==> src/rtl/apb_rr_arbiter.sv <==
// rtl/apb_rr_arbiter.sv - round-robin arbiter sharing one APB completer among NUM_REQ APB managers
// Define APB_ARB_TIMEOUT_EN to abort ACCESS phases that exceed TIMEOUT_CYCLES.
module apb_rr_arbiter #(
  parameter int ADDR_BUS_WIDTH = 32,
  parameter int DATA_BUS_WIDTH = 32,
  parameter int NUM_REQ        = 3,
  parameter int TIMEOUT_CYCLES = 256
) (
  input  logic                               clk_i,
  input  logic                               rst_i,
  input  logic [NUM_REQ-1:0]                 s_psel_i,
  input  logic [NUM_REQ-1:0]                 s_penable_i,
  input  logic [NUM_REQ-1:0]                 s_pwrite_i,
  input  logic [NUM_REQ*ADDR_BUS_WIDTH-1:0]  s_paddr_i,
  input  logic [NUM_REQ*3-1:0]               s_pprot_i,
  input  logic [NUM_REQ*DATA_BUS_WIDTH/8-1:0] s_pstrb_i,
  input  logic [NUM_REQ*DATA_BUS_WIDTH-1:0]  s_pwdata_i,
  output logic [DATA_BUS_WIDTH-1:0]          s_prdata_o,
  output logic [NUM_REQ-1:0]                 s_pready_o,
  output logic                               s_psuberr_o,
  output logic                               m_psel_o,
  output logic                               m_penable_o,
  output logic                               m_pwrite_o,
  output logic [ADDR_BUS_WIDTH-1:0]          m_paddr_o,
  output logic [2:0]                         m_pprot_o,
  output logic [DATA_BUS_WIDTH/8-1:0]        m_pstrb_o,
  output logic [DATA_BUS_WIDTH-1:0]          m_pwdata_o,
  input  logic [DATA_BUS_WIDTH-1:0]          m_prdata_i,
  input  logic                               m_pready_i,
  input  logic                               m_psuberr_i
);
  localparam int STRB_W = DATA_BUS_WIDTH / 8;
  localparam int GW     = (NUM_REQ > 1) ? $clog2(NUM_REQ) : 1;

  typedef enum logic [1:0] {IDLE, SETUP, ACCESS} state_e;

  state_e                    state_q, state_d;
  logic [GW-1:0]             grant_q, grant_d;
  logic [GW-1:0]             last_grant_q, last_grant_d;
  logic                      psel_q, psel_d;
  logic                      penable_q, penable_d;
  logic                      pwrite_q, pwrite_d;
  logic [ADDR_BUS_WIDTH-1:0] paddr_q, paddr_d;
  logic [2:0]                pprot_q, pprot_d;
  logic [STRB_W-1:0]         pstrb_q, pstrb_d;
  logic [DATA_BUS_WIDTH-1:0] pwdata_q, pwdata_d;

  logic          win_found;
  logic [GW-1:0] win_idx;
  logic [GW-1:0] cand;
  logic          done;
  logic          timeout_hit;
  logic          cfg_unused;

  assign cfg_unused = ^s_penable_i ^ (TIMEOUT_CYCLES > 0);

  // Scan from the farthest offset down so the nearest requester after last_grant wins.
  always_comb begin
    win_found = 1'b0;
    win_idx   = '0;
    cand      = '0;
    for (int k = NUM_REQ; k >= 1; k--) begin
      cand = GW'((int'(last_grant_q) + k) % NUM_REQ);
      if (s_psel_i[cand]) begin
        win_found = 1'b1;
        win_idx   = cand;
      end
    end
  end

`ifdef APB_ARB_TIMEOUT_EN
  localparam int TW = $clog2(TIMEOUT_CYCLES) + 1;
  logic [TW-1:0] tmo_cnt_q, tmo_cnt_d;

  always_comb begin
    tmo_cnt_d = tmo_cnt_q;
    if (state_q == SETUP) begin
      tmo_cnt_d = '0;
    end else if (state_q == ACCESS && !m_pready_i) begin
      tmo_cnt_d = tmo_cnt_q + 1'b1;
    end
  end

  always_ff @(posedge clk_i or posedge rst_i) begin
    if (rst_i) begin
      tmo_cnt_q <= '0;
    end else begin
      tmo_cnt_q <= tmo_cnt_d;
    end
  end

  // A late m_pready_i in the expiry cycle still completes normally.
  assign timeout_hit = (state_q == ACCESS) && !m_pready_i &&
                       (tmo_cnt_q == TW'(TIMEOUT_CYCLES - 1));
`else
  assign timeout_hit = 1'b0;
`endif

  always_ff @(posedge clk_i or posedge rst_i) begin
    if (rst_i) begin
      state_q      <= IDLE;
      grant_q      <= '0;
      last_grant_q <= GW'(NUM_REQ - 1);
      psel_q       <= 1'b0;
      penable_q    <= 1'b0;
      pwrite_q     <= 1'b0;
      paddr_q      <= '0;
      pprot_q      <= '0;
      pstrb_q      <= '0;
      pwdata_q     <= '0;
    end else begin
      state_q      <= state_d;
      grant_q      <= grant_d;
      last_grant_q <= last_grant_d;
      psel_q       <= psel_d;
      penable_q    <= penable_d;
      pwrite_q     <= pwrite_d;
      paddr_q      <= paddr_d;
      pprot_q      <= pprot_d;
      pstrb_q      <= pstrb_d;
      pwdata_q     <= pwdata_d;
    end
  end

  always_comb begin
    state_d      = state_q;
    grant_d      = grant_q;
    last_grant_d = last_grant_q;
    psel_d       = psel_q;
    penable_d    = penable_q;
    pwrite_d     = pwrite_q;
    paddr_d      = paddr_q;
    pprot_d      = pprot_q;
    pstrb_d      = pstrb_q;
    pwdata_d     = pwdata_q;
    unique case (state_q)
      IDLE: begin
        if (win_found) begin
          state_d  = SETUP;
          grant_d  = win_idx;
          psel_d   = 1'b1;
          pwrite_d = s_pwrite_i[win_idx];
          paddr_d  = s_paddr_i[win_idx*ADDR_BUS_WIDTH +: ADDR_BUS_WIDTH];
          pprot_d  = s_pprot_i[win_idx*3 +: 3];
          pstrb_d  = s_pstrb_i[win_idx*STRB_W +: STRB_W];
          pwdata_d = s_pwdata_i[win_idx*DATA_BUS_WIDTH +: DATA_BUS_WIDTH];
        end
      end
      SETUP: begin
        state_d   = ACCESS;
        penable_d = 1'b1;
      end
      ACCESS: begin
        if (done) begin
          state_d      = IDLE;
          psel_d       = 1'b0;
          penable_d    = 1'b0;
          last_grant_d = grant_q;
        end
      end
      default: state_d = IDLE;
    endcase
  end

  always_comb begin
    done        = (state_q == ACCESS) && (m_pready_i || timeout_hit);
    s_pready_o  = done ? (NUM_REQ'(1) << grant_q) : '0;
    s_psuberr_o = done && (timeout_hit || m_psuberr_i);
    s_prdata_o  = timeout_hit ? '0 : m_prdata_i;
  end

  assign m_psel_o    = psel_q;
  assign m_penable_o = penable_q;
  assign m_pwrite_o  = pwrite_q;
  assign m_paddr_o   = paddr_q;
  assign m_pprot_o   = pprot_q;
  assign m_pstrb_o   = pstrb_q;
  assign m_pwdata_o  = pwdata_q;

endmodule

==> config.mk <==
export PLATFORM = sky130hd
export DESIGN_NAME = apb_rr_arbiter
export DESIGN_NICKNAME = d
export VERILOG_FILES = /design/src/rtl/apb_rr_arbiter.sv
export SDC_FILE = /design/constraint.sdc
export NUM_CORES = 1
export LEC_CHECK = 0
export ABC_AREA = 1
export ABC_CLOCK_PERIOD_IN_PS = 3150
export BUFFER_PORTS_ARGS = -buffer_cell sky130_fd_sc_hd__buf_2
export CORE_AREA = 2 2 142 144
export CTS_CLUSTER_SIZE = 8
export DETAILED_ROUTE_END_ITERATION = 7
export DIE_AREA = 0 0 144 146
export RECOVER_POWER = 25
export SYNTH_ARGS = -nofsm -noshare
export SYNTH_HDL_FRONTEND = slang
export SYNTH_SLANG_ARGS = --single-unit
==> constraint.sdc <==
create_clock -name clk_i -period 3.15 [get_ports clk_i]
set_input_delay 0.315 -clock clk_i [delete_from_list [all_inputs] [get_ports clk_i]]
set_output_delay 0.315 -clock clk_i [all_outputs]
set_load 0.05 [all_outputs]
# Word level (Yosys, flattened, before mapping)
# Index checks and enable logic that the tools add are counted.
[word_totals]
mem_count = 0
output_inout_bits = 110
register_bits = 80
inputBits = 258
wordCells = 62
mem_bits_ro = 0
latchBits = 0
ram_bits = 0
[op_classes]
addsub = 3
div = 3
n_lt_le_gt_ge = 4
shifts = 5
n_mul = 1
n_reduce_logical = 10
muxes = 22
eq_ne = 4
bitwise_logic = 0
[ops]
columns = ["cell", "n"]
rows = [
  ["$shiftx A96 B8 Y32", 2],
  ["$mod A32 B3 Y32 const B", 3],
  ["$lt A2 B3 Y1 const B", 4],
  ["$shiftx A12 B5 Y4", 1],
  ["$mux W2", 5],
  ["$mux W1", 9],
  ["$shiftx A9 B5 Y3", 1],
  ["$bmux W1 S2", 4],
  ["$reduce_and A2 Y1", 4],
  ["$add A2 B2 Y3 const B", 2],
  ["$pmux W2 S3", 1],
  ["$mul A2 B2 Y4 const B", 1],
  ["$ne A2 B2 Y1 const B", 2],
  ["$pmux W1 S2", 2],
  ["$reduce_bool A2 Y1", 2],
  ["$add A2 B1 Y3 const B", 1],
  ["$mux W3", 1],
  ["$reduce_and A3 Y1", 1],
  ["$shl A1 B2 Y3 const A", 1],
  ["$eq A2 B1 Y1 const B", 1],
  ["$eq A2 B2 Y1 const B", 1],
  ["$logic_and A1 B1 Y1", 2],
  ["$logic_not A2 Y1", 1],
]

# Logic depth before layout (Yosys ltp)
[logic_depth]
word_depth = 9
mapped_depth = 15

# Least setup slack after synthesis
# Ideal clock, no wire load.
[synth_path]
path_kind = "reg2out"
start = "register state_q[0]"
end = "output port s_pready_o[0]"
t_required_ns = 2.835
n_path_buf = 0
path_stages_with_launch = 4
path_slack_ns = 0.913
t_arrival_ns = 1.922
cell_sequence = "dfrtp_1 > nor3_1 > inv_1 > nor3_1"
[synth_between]
elab_chain_len = 3
[synth_rtl]
columns = ["item", "line", "text"]
rows = [
  ["start, declared", "37", "state_e state_q, state_d;"],
  ["start signal, assigned", "112", "state_q <= state_d;"],
  ["$eq A2 B2 Y1", "166", "done = (state_q == ACCESS) && (m_pready_i || timeout_hit);"],
  ["$logic_and A1 B1 Y1", "166", ""],
  ["$mux W3", "167", "s_pready_o = done ? (NUM_REQ'(1) << grant_q) : '0;"],
  ["end, declared", "19", "output logic [NUM_REQ-1:0] s_pready_o,"],
]
# Every way passes these cells.

# Worst setup path after layout
[layout_path]
start = "register last_grant_q[1]"
end = "register pstrb_q[3] (netlist: m_pstrb_o[3])"
[layout_between]
elab_chain_len = 8
elab_cells_between_ends = 20
cone_classes = "add/sub (3); div (3); shift (1); mux (12); reduce/logical (1)"
[layout_rtl]
columns = ["item", "line", "text"]
rows = [
  ["start, declared", "39", "logic [GW-1:0] last_grant_q, last_grant_d;"],
  ["start signal, assigned", "103", "last_grant_q <= GW'(NUM_REQ - 1);"],
  ["start signal, assigned", "114", "last_grant_q <= last_grant_d;"],
  ["$add A2 B2 Y3", "63", "cand = GW'((int'(last_grant_q) + k) % NUM_REQ);"],
  ["$mod A32 B3 Y32", "63", ""],
  ["$bmux W1 S2", "64", "if (s_psel_i[cand]) begin"],
  ["$mux W1 (implied by the code)", "64", ""],
  ["$mux W2 / $mux W1 (equally long branches) (3 in series)", "64", ""],
  ["$shiftx A12 B5 Y4 / $reduce_and A2 Y1 (equally long branches)", "--", ""],
  ["end signal, assigned", "120", "pstrb_q <= pstrb_d;"],
  ["end, declared", "45", "logic [STRB_W-1:0] pstrb_q, pstrb_d;"],
]
# Several ways; a longest one is shown, not always the timed one. The select of a mux whose other input is x is not followed.
# A chain may end at the register's enable or synchronous reset.

==> qor.txt <==
Status = complete, but fails checks
Failing checks = capacitance limit, slew limit
Starting Density = 30.65%
GRT Residual Overflow = 0
Die height = 146 µm
Hold Crit Class = in2reg
Nets@finish = 1458
Critical path cell sequence = ha_1 > inv_2 > nand2_1 > nand3_1 > nand2_1 > nand2_1 > inv_2 > nand2_2 > buf_4 > nand3_1 > nand3_1 > a21oi_1
CP top delay family = simple AND/OR/NAND/NOR gates
Root Buffer Master = clkbuf_16
Max H-tree Level = 3
Hold Crit Start = m_pready_i
Synth area leaders = dfrtp_1 (33%), nand3_1 (17%), inv_1 (12%)
Post_cts resized = 0
Final hold viol count = 0
GPL Wtd Cong = 0.8474
First-pass iteration count of the detailed router = 4
Fin crit period = 2497 ps
Crit. Startpoint = last_grant_q[1]
Unrepaired setup endpoints after global routing = no
Hold Buf Count CTS = 0
Clock sinks = 80
Max Slew Vio Count = 39
Area share of the largest cell type after synthesis = 33.36%
Synth Cell Area = 0.005926 mm²
Die area = 0.02102 mm²
Synthesis Warnings = 0
Inserted Clock Buffers = 9
Flop2flop setup slack = 650 ps
Slowest-stage cell, CP = dfstp_2
Rows = 51
Worst Path Max Fanout = 49
Total core area = 0.01933 mm²
Final period util = 79.28%
GRT Total Usage = 18.95%
CTS clk-pin slew, worst paths = 70 ps
Dominant synthesized flop cell = dfrtp_1
Worst stage delay on the critical path = 540 ps
First-pass GRT wire length = 31100 µm
DP HPWL = 14750 µm
Highest Clock Rate = 400.4 MHz
Yosys top cell by area = dfrtp_1
Final cell utilization of the core = 40.20%
Crit path launch type = flip-flop
I/O Buffers = 300
Crit path DAT = 2720 ps
CP required = 3370 ps
Setup TNS = 0 ps
Post-synth EDFFs = 0
Wire length per cell = 13.84 µm
Max Root-Sink Buffers = 2
Critical path class = reg2reg
# DRC = 0
Die width = 144 µm
Setup Viol. Count Final = 0
Syn avg cell area = 6.192 µm²
Skew-Pair Late Insertion Delay = 340 ps
Post-Synthesis Cells = 957
Number of global-route vias before repair = 5949
Setup crit end kind = flip-flop
Max-cap violations = 1
Distinct cells, synth = 22
Max-slew headroom = -29.04%
Initial antenna violation count = 1
Detailed router's first-iteration violation count = 304
Post-synth ARST share = 100.0%
Boundary Pins = 368
CTS tree = yes
Flops & latches, synth = 80
Pin count of the biggest net entering global routing = 73
DP Area = 0.007462 mm²
Final instance area = 0.007772 mm²
Bufs and invs on worst path = 3
Area Growth Syn to Fin = 31.17%
Total number of vias = 6475
Synth cell count leaders = nand3_1 (197), inv_1 (196), nand2_1 (175), nor2_1 (116), dfrtp_1 (79)
Via/cell ratio = 4.414
FF-to-FF Start = last_grant_q[1]
WL final = 20310 µm
Max Clock Skew = 9.823 ps
Postcts setup bufs = 0
Routed Antenna Nets = 0
Top-count cell post-synth = nand3_1
Least-Margin Pin Slew = 1925 ps
Seq/Total Area, Yosys = 33.80%
Fraction of layout cells with a size suffix above 1 = 29.14%
Syn nets = 1219
-- cell families after synthesis --
kind of cell             share of synthesized area [%]
buffers and inverters                            21.77
AO/OA/AOI/OAI                                    5.701
AND/OR/NAND/NOR                                  37.88
flip-flops                                       33.81
adder cells (fa/ha/maj)                         0.8446
-- per-stage QoR --
step | instances | setup slack, ps | hold WS [ps]
6_report | 1467 | 652.8 | 231.4
5_1_grt | 1467 | 448.6 | 236.9
4_1_cts | 1466 | 582.1 | 100.0
3_5_place_dp | 1450 | 596.5 | 465.9
3_3_place_gp | 1450 | 636.8 | 466.7
2_1_floorplan | 957 | 784.9 | 473.0
-- worst register-to-register path, cell delays in order, from the launching register on --
cell,delay (ps)
dfstp_2,540
ha_1,270
inv_2,110
nand2_1,70
nand3_1,100
nand2_1,120
nand2_1,110
inv_2,40
nand2_2,70
buf_4,450
nand3_1,180
nand3_1,220
a21oi_1,100
-- registers in the layout, summed over array words and instances (netlist names) --
| name | count |
|---|---|
| m_pstrb_o | 4 |
| m_pwrite_o | 1 |
| m_pwdata_o | 32 |
| grant_q | 2 |
| state_q | 2 |
| m_penable_o | 1 |
| m_paddr_o | 32 |
| m_pprot_o | 3 |
| last_grant_q | 2 |
| m_psel_o | 1 |
-- placed cells by master (no fill, tap or decap), drive strengths merged --
| master | n |
|---|---|
| a21oi | 49 |
| buf | 316 |
| bufinv | 1 |
| clkbuf | 10 |
| clkinv | 4 |
| clkinvlp | 2 |
| dfrtp | 79 |
| dfstp | 1 |
| diode | 1 |
| ha | 4 |
| inv | 204 |
| nand2 | 180 |
| nand3 | 197 |
| nand4 | 1 |
| nor2 | 116 |
| nor3 | 2 |
| o21a | 5 |
| o21ai | 11 |
| or2 | 19 |
-- final timing paths --
check	end	cells after the start
worst max register to register	m_pstrb_o[3]	12
min in group asynchronous	m_pwdata_o[11]	2
worst min-delay path	state_q[1]	4
worst min register to register	m_penable_o	2
max in group asynchronous	last_grant_q[1]	3
worst max-delay path	m_pstrb_o[3]	12
-- cell type report --
cell class              instances  area [µm²]
clock buffers                  10       239.0
multi-input cells             584        2645
well taps                     265       331.6
fillers                      2184       11560
repair buffers                316        1709
diodes                          1       2.502
flip-flops and latches         80        2003
clock inverters                 6       68.82
inverters                     205       773.2
-- layer usage --
layer / up-vias / part of all wire, % / track usage (%)
li1: 3342 / - / -
met1: 2839 / 41 / 22.77
met2: 259 / 48 / 32.29
met3: 35 / 7.9 / 4.837
met4: 0 / 2.9 / 7.255
met5: - / 0 / 0
Power is not shown: default switching activity piles up to over one toggle a cycle in this logic, so the estimate is an artifact.
